--- src/rtl/axi_wr_sched.sv ---
// axi_wr_sched: round-robin scheduler sharing one single-beat AXI3 write port, with in-order B routing
module axi_wr_sched #(
   parameter int NREQ = 2,
   parameter int AW = 32,
   parameter int DW = 32,
   parameter int MAX_OUTST = 4,
   localparam int OW = $clog2(MAX_OUTST + 1),
   localparam int TW = $clog2(NREQ),
   localparam int PW = (MAX_OUTST > 1) ? $clog2(MAX_OUTST) : 1
) (
   input  logic             clk,
   input  logic             rst,
   input  logic [NREQ-1:0]    req_valid,
   input  logic [NREQ*AW-1:0] req_addr,
   input  logic [NREQ*DW-1:0] req_data,
   output logic [NREQ-1:0]    req_ready,
   output logic [NREQ-1:0]    rsp_valid,
   output logic [1:0]         rsp_code,
   output logic               awvalid,
   input  logic               awready,
   output logic [AW-1:0]      awaddr,
   output logic [3:0]         awlen,
   output logic [2:0]         awsize,
   output logic               wvalid,
   input  logic               wready,
   output logic [DW-1:0]      wdata,
   output logic [DW/8-1:0]    wstrb,
   output logic               wlast,
   input  logic               bvalid,
   output logic               bready,
   input  logic [1:0]         bresp,
   output logic [OW-1:0]      outst,
   output logic [7:0]         err_cnt
);
   typedef enum logic {IDLE, ISSUE} state_t;
   state_t state_q, state_d;
   logic [TW-1:0] ptr_q, ptr_d, win_q, win_d, sel;
   logic [AW-1:0] addr_q, addr_d;
   logic [DW-1:0] data_q, data_d;
   logic awvalid_q, awvalid_d, wvalid_q, wvalid_d;
   logic [NREQ-1:0] rsp_valid_q, rsp_valid_d;
   logic [1:0] rsp_code_q, rsp_code_d;
   logic [OW-1:0] outst_q, outst_d;
   logic [7:0] err_q, err_d;
   logic [PW-1:0] wr_q, wr_d, rd_q, rd_d;
   logic [TW-1:0] tag_q [MAX_OUTST];
   logic found, grant, push, pop;

   // round-robin search starting just after the last winner
   always_comb begin
      found = 1'b0;
      sel = ptr_q;
      for (int k = 1; k <= NREQ; k++) begin
         if (!found && req_valid[(int'(ptr_q) + k) % NREQ]) begin
            found = 1'b1;
            sel = TW'((int'(ptr_q) + k) % NREQ);
         end
      end
   end

   // grant uses the registered outstanding count, so a pop cycle cannot also grant at the limit
   assign grant = state_q == IDLE && found && outst_q < OW'(MAX_OUTST);
   assign push = state_q == ISSUE && (!awvalid_q || awready) && (!wvalid_q || wready);
   assign pop = bvalid && outst_q != '0;

   // next-state for the issue FSM, tag FIFO pointers and response bookkeeping
   always_comb begin
      state_d = grant ? ISSUE : push ? IDLE : state_q;
      ptr_d = grant ? sel : ptr_q;
      win_d = grant ? sel : win_q;
      addr_d = grant ? req_addr[sel*AW +: AW] : addr_q;
      data_d = grant ? req_data[sel*DW +: DW] : data_q;
      awvalid_d = grant | (awvalid_q & ~awready);
      wvalid_d = grant | (wvalid_q & ~wready);
      wr_d = push ? (wr_q == PW'(MAX_OUTST - 1) ? '0 : wr_q + 1'b1) : wr_q;
      rd_d = pop ? (rd_q == PW'(MAX_OUTST - 1) ? '0 : rd_q + 1'b1) : rd_q;
      outst_d = outst_q + OW'(push) - OW'(pop);
      rsp_valid_d = pop ? NREQ'(1) << tag_q[rd_q] : '0;
      rsp_code_d = pop ? bresp : rsp_code_q;
      err_d = pop && bresp[1] && err_q != 8'hFF ? err_q + 8'd1 : err_q;
   end

   // state registers; reset abandons any in-flight AW/W and outstanding tags
   always_ff @(posedge clk) begin
      if (rst) begin
         state_q <= IDLE;
         ptr_q <= TW'(NREQ - 1);
         win_q <= '0;
         addr_q <= '0;
         data_q <= '0;
         awvalid_q <= 1'b0;
         wvalid_q <= 1'b0;
         wr_q <= '0;
         rd_q <= '0;
         outst_q <= '0;
         rsp_valid_q <= '0;
         rsp_code_q <= '0;
         err_q <= '0;
      end else begin
         state_q <= state_d;
         ptr_q <= ptr_d;
         win_q <= win_d;
         addr_q <= addr_d;
         data_q <= data_d;
         awvalid_q <= awvalid_d;
         wvalid_q <= wvalid_d;
         wr_q <= wr_d;
         rd_q <= rd_d;
         outst_q <= outst_d;
         rsp_valid_q <= rsp_valid_d;
         rsp_code_q <= rsp_code_d;
         err_q <= err_d;
      end
   end

   // tag FIFO storage; contents are meaningless once the pointers are reset
   always_ff @(posedge clk) begin
      if (push) tag_q[wr_q] <= win_q;
   end

   assign req_ready = grant ? NREQ'(1) << sel : '0;
   assign rsp_valid = rsp_valid_q;
   assign rsp_code = rsp_code_q;
   assign awvalid = awvalid_q;
   assign awaddr = addr_q;
   assign awlen = 4'd0;
   assign awsize = 3'($clog2(DW / 8));
   assign wvalid = wvalid_q;
   assign wdata = data_q;
   assign wstrb = '1;
   assign wlast = wvalid_q;
   assign bready = outst_q != '0;
   assign outst = outst_q;
   assign err_cnt = err_q;
endmodule
--- config.mk ---
export PLATFORM = sky130hd
export DESIGN_NAME = axi_wr_sched
export DESIGN_NICKNAME = d
export VERILOG_FILES = /design/src/rtl/axi_wr_sched.sv
export SDC_FILE = /design/constraint.sdc
export NUM_CORES = 1
export LEC_CHECK = 0
export BUFFER_PORTS_ARGS = -buffer_cell sky130_fd_sc_hd__buf_2
export CAP_MARGIN = 20
export CELL_PAD_IN_SITES_DETAIL_PLACEMENT = 0
export CELL_PAD_IN_SITES_GLOBAL_PLACEMENT = 1
export CORE_MARGIN = 5
export CORE_UTILIZATION = 32
export CTS_CLUSTER_SIZE = 14
export DETAILED_ROUTE_END_ITERATION = 7
export GPL_TIMING_DRIVEN = 0
export PLACE_DENSITY = 0.9
export SETUP_SLACK_MARGIN = 0.5
export SLEW_MARGIN = 15
export SYNTH_ARGS = -nofsm -noshare
export SYNTH_HDL_FRONTEND = slang
export SYNTH_SLANG_ARGS = --single-unit
--- constraint.sdc ---
create_clock -name clk -period 2.58 [get_ports clk]
set_input_delay 0.516 -clock clk [delete_from_list [all_inputs] [get_ports clk]]
set_output_delay 0.516 -clock clk [all_outputs]
set_load 0.01 [all_outputs]
Word-level counts from Yosys, hierarchy flattened

Memories as Yosys holds them, arrays and structs flattened. A register that Yosys moved wholly into a read port is not among the register bits.
Index checks and enable logic that the tools add are counted.

Bits in registers: 88
Bits in writable memories: 4
Bits of input ports: 137
Output and inout bits: 96
Word-level logic and storage cells: 76
Memories kept: 1

$add $sub $neg: 7
Order comparisons: 3
Equal/unequal tests: 3
Shift-type cells: 4
Multiplexer cells: 19
Bitwise gates (word level): 10
Reductions and logical operators: 16

Memories:

| name  | words | bits a word | read ports | clocked after Yosys merged registers in | wr ports | RTL line | RTL |
|---|---|---|---|---|---|---|---|
| tag_q | 4     | 1           | 1          | 1                                       | 1        | 46       | `logic [TW-1:0] tag_q [MAX_OUTST];` |

Operator list:

| operator                                                   | count |
|---|---|
| indexed part select 64 x 7 -> 32 bit                       | 2 |
| 2-to-1 mux 1 bit                                           | 14 |
| 2-to-1 mux 2 bit                                           | 5 |
| adder 8 x 1 -> 8 bit, second input constant                | 1 |
| logical AND 1 bit                                          | 8 |
| inequality test 8 bit, second input constant               | 1 |
| less-than comparator 2 x 3 -> 1 bit, second input constant | 2 |
| adder 2 x 1 -> 2 bit, second input constant                | 2 |
| equality test 2 bit, second input constant                 | 2 |
| NOT 1 bit                                                  | 4 |
| << shifter 1 x 1 -> 2 bit, first input constant            | 2 |
| adder 3 x 1 -> 3 bit                                       | 1 |
| logical NOT 1 bit                                          | 3 |
| less-than comparator 3 bit, second input constant          | 1 |
| nonzero test 3 bit                                         | 1 |
| subtractor 3 x 1 -> 3 bit                                  | 1 |
| adder 1 bit, second input constant                         | 2 |
| bitwise AND 1 bit                                          | 2 |
| bitwise AND 1 bit, first input constant                    | 2 |
| logical OR 1 bit                                           | 2 |
| OR 1 bit                                                   | 2 |
| nonzero test 2 bit                                         | 1 |
| OR reduction 2 bit                                         | 1 |

Longest topological paths before layout

Word-level depth: 12
Depth in mapped cells: 11

Worst setup path before layout

Ideal clock, no wire load.

Kind: flip-flop to flip-flop
Start: register outst_q[2] (netlist: outst[2])
End: register outst_q[2] (netlist: outst[2])
Setup time: 128 ps
Data arrival time: 2350 ps
Data required time: 2452 ps
Path slack: 102 ps
Cell stages (with the launch flop): 12
Path buffers: 0
Clock period less this slack: 2478 ps
Cell sequence: dfxtp_1 -> or3_2 -> nand2_1 -> inv_1 -> ha_1 -> inv_1 -> ha_1 -> inv_1 -> fa_1 -> xor2_1 -> xnor2_1 -> nor2_1

Word-level cells in the longest chain between the ends: 3
Elaborated cells between the ends (all ways): 4
Those cells by class: 2 x add/sub; 2 x reduce/logical

Ends and longest elaborated chain:

| item                      | RTL line | RTL |
|---|---|---|
| from (decl)               | 43       | `logic [OW-1:0] outst_q, outst_d;` |
| from (signal assigned)    | 109      | `outst_q <= outst_d;` |
| nonzero test 3 bit        | --       |  |
| via bready                | 30       | `output logic bready,` |
| logical AND 1 bit         | 64       | `assign pop = bvalid && outst_q != '0;` |
| subtractor 3 x 1 -> 3 bit | 77       | `outst_d = outst_q + OW'(push) - OW'(pop);` |

The timed path passes the listed nets, and every way through them passes these cells.
A chain may end at the register's enable or synchronous reset.

Worst setup path in the final report

Start: register outst_q[0] (netlist: outst[0])
End: register outst_q[2] (netlist: outst[2])

Word-level cells in the longest chain between the ends: 3
Elaborated cells between the ends (all ways): 4
Those cells by class: 2 x add/sub; 2 x reduce/logical

Ends and longest elaborated chain:

| item                                                         | RTL line |
|---|---|
| branches (longest 2 deep; another with adder 3 x 1 -> 3 bit) | -- |
| subtractor 3 x 1 -> 3 bit *                                  | 77 |

Mark *: on every way between the ends.

==> out/results.tsv <==
stage	metric	value	unit
power	VDD IR-drop max	434.7	uV
power	Clock power frac	22.7	%
synthesis	cell taking the most area after synthesis	dfxtp_1	
detailed_routing	met2 WL	6731	um
detailed_routing	met1 WL	4916	um
synthesis	Mapped Cells	429	
synthesis	ranking of synthesized cells by area	dfxtp_1 43%, mux2i_1 16%, a211oi_1 12%, nor2_1 6.7%, buf_4 2.9%	
synthesis	combined area of all synthesized cells	4178	um^2
sta	Final Hold Fails	0	
placed_design	Post-Place Cells	830	
cells_and_area	P&R area growth vs syn	42.59	%
sta	Slew Viols, Final	0	
power	power share of the combinational group	38.9	%
sta	setup tns final	0	ps
worst_setup_path	Required @ worst endpoint	2800	ps
die	io pins	233	
hold_path	worst hold path class	in2reg	
detailed_routing	routed vias/inst	4.664	
sta	final setup fails	0	
synthesis	syn_area_per_cell	9.738	um^2
clock_network	root buf cell	clkbuf_16	
power	part of the power in registers	38.4	%
die	Initial Utilization	32.84	%
detailed_routing	# DRC	0	
synthesis	most frequent cell after synthesis	dfxtp_1	
job	max-cap viol count	0	
clock_network	clock slew at reported path FFs	60	ps
placed_design	Placer Congestion	0.7768	
global_routing	pin count of the biggest net entering global routing	16	
sta	RSZ-0062 raised after global routing	yes	
power	static leakage	2.919	nW
clock_network	CTS H-tree lvls	3	
worst_setup_path	CP Capture Type	register	
power	Tot Pwr	5.230	mW
detailed_routing	initial drt markers	115	
detailed_routing	final WL	12770	um
die	Rows	41	
die	Die Height	124.3	um
synthesis	number of flops mapped to enable cells by yosys	4	
run_status	outcome	finished, final reports clean	
synthesis	Async SR Flop Fraction	0	%
worst_setup_path	WS Path Type	reg2reg	
placed_design	PortBufs	220	
synthesis	YS warnings	0	
sta	clk_skew	4.308	ps
worst_setup_path	startpoint types	register	
global_routing	gr ovfl total	0	
clock_network	clock buffer depth	2	
synthesis	Main synth FF type	dfxtp_1	
die	DIE WIDTH	124.3	um
synthesis	Post-synth top cells	90 x dfxtp_1, 75 x nor2_1, 66 x mux2i_1	
detailed_routing	Final ANT Viol Nets	0	
clock_network	clk_lat worst skew	340	ps
clock_network	CTS Buf Count	9	
cells_and_area	n_diodes	0	
placed_design	Post-DP HPWL	10200	um
sta	f_max	485.0	MHz
power	pwr dens	877.9	nW/um^2
global_routing	global-route wire length before repair	21070	um
sta	Slew headroom	61.98	%
die	die area	15440	um^2
synthesis	synth unique cells	40	
detailed_routing	Top Layer Used	met4	
power	net switching power	1.859	mW
sta	final period utilization	79.92	%
global_routing	vias in the first global route	4280	
power	Net Sw Frac	35.54	%
cells_and_area	post-route insts no fill	854	
cells_and_area	Net count, final	823	
sta	worst-margin pin slew	570.3	ps
die	Core Footprint	12720	um^2
clock_network	CTS tree	done	
sta	post-layout min period	2062	ps
worst_setup_path	crit path DAT	2280	ps
cells_and_area	layout cell share with drive strength beyond 1	42.38	%
detailed_routing	met3 WL	857	um
clock_network	CTS sink cnt	94	
detailed_routing	WL/cell	14.95	um
synthesis	post-synthesis sequential area ratio	46.00	%
detailed_routing	first drt pass iteration count	4	
global_routing	GR Util All Layers	16.58	%
synthesis	Yosys top cell area share	43.13	%
clock_network	# hold bufs at CTS	0	
power	Int Power	3.371	mW
global_routing	initial antenna violation count	0	
synthesis	Seq cells post-synth	94	
worst_setup_path	Worst Path Max Fanout	2	
detailed_routing	Vias	3983	
[layer usage]
layer / GRT usage, % / vias up
li1: - / 1998
met1: 18.04 / 1827
met2: 29.96 / 138
met3: 5.189 / 20
met4: 6.319 / 0
met5: 0 / -
[worst max-delay path, cell delays in order (launching register included)]
cell	delay [ps]
dfxtp_4	340
or3_4	400
nand2_4	70
inv_2	40
ha_4	200
inv_2	60
ha_4	110
inv_2	30
fa_2	320
xor2_1	150
xnor2_1	150
nor2_1	50
[flip-flops by register name, summed over array words and instances (netlist names), named ones only]
register / flops
awaddr: 32
awvalid: 1
err_cnt: 8
outst: 3
ptr_q: 1
rd_q: 2
rsp_code: 2
rsp_valid: 2
state_q: 1
tag_q: 4
wdata: 32
win_q: 1
wlast: 1
wr_q: 2
[per-stage QoR]
step | setup slack, ps | instance area [um^2] | hold slack (ps) | util, %
floorplan | 446.2 | 4263 | 454.1 | -
global placement | 288.3 | 5579 | 438.6 | 43.85
detailed placement | 260.9 | 5579 | 451.2 | 43.85
CTS | 497.5 | 5941 | 400.7 | 46.70
global route | 439.5 | 5957 | 429.9 | 46.82
finish | 518.0 | 5957 | 417.1 | 46.82
[worst paths after layout]
path / startpoint / to / slack (ps) / cells past startpoint
worst max-delay path: outst[0] / outst[2] / 520 / 11
worst min-delay path: bresp[0] / rsp_code[0] / 420 / 3
worst max register to register: outst[0] / outst[2] / 520 / 11
worst min register to register: rsp_code[1] / rsp_code[1] / 460 / 2
[cell type report]
type / count / area [um^2]
repair buffers: 228 / 1164
clock inverters: 5 / 26.28
plain buffers: 45 / 271.5
flip-flops and latches: 94 / 1934
multi-input cells: 290 / 2077
well taps: 172 / 215.2
fillers: 1253 / 6765
clock buffers: 11 / 232.7
inverters: 9 / 36.28
[cell usage in the layout (no fill, tap or decap), drive strengths merged, types with 2 or more instances in the layout]
master | Yosys | layout
a211oi | 64 | 64
a21oi | 13 | 13
and2 | 5 | 5
and3 | 2 | 2
buf | 26 | 254
clkbuf | 19 | 30
clkinv | 0 | 4
conb | 2 | 11
dfxtp | 90 | 90
edfxtp | 4 | 4
ha | 8 | 8
inv | 9 | 10
mux2i | 66 | 66
nand2 | 10 | 10
nand2b | 2 | 2
nand3 | 4 | 4
nor2 | 75 | 75
nor3 | 2 | 2
o21ai | 3 | 3
o31ai | 2 | 2
or3 | 5 | 5
or4 | 2 | 2
xnor2 | 3 | 3
xor2 | 2 | 2
[cell families (layout without fill, tap and decap cells)]
family                   Yosys count  count (layout)  synth area share, %
AND/OR/NAND/NOR                  111             111                11.71
XOR/XNOR                           5               5                1.048
multiplexers                      67              67                16.35
buffers and inverters             54             298                6.679
other                              2              11               0.1798
AO/OA/AOI/OAI                     87              87                15.15
adder cells (fa/ha/maj)            9               9                2.875
flip-flops                        94              94                46.00
[what timing repair did]
item                                    4_1_cts  5_1_grt
setup buffers                                 7        1
endpoints found under the setup margin        3        2
resized for setup                            17        1
pin swaps                                     4        3
gates cloned                                  0        0
[power by group through the flow]
stage	logic (mW)	clock network [mW]	registers, mW
6_report	2.03	1.19	2.01
2_1_floorplan	1.04	0	2.18
3_5_place_dp	1.91	0	2.05
5_1_grt	2.26	1.31	2.05
3_3_place_gp	1.86	0	2.03
4_1_cts	2.05	1.24	2.01
Power figures use the tool's default switching activity.
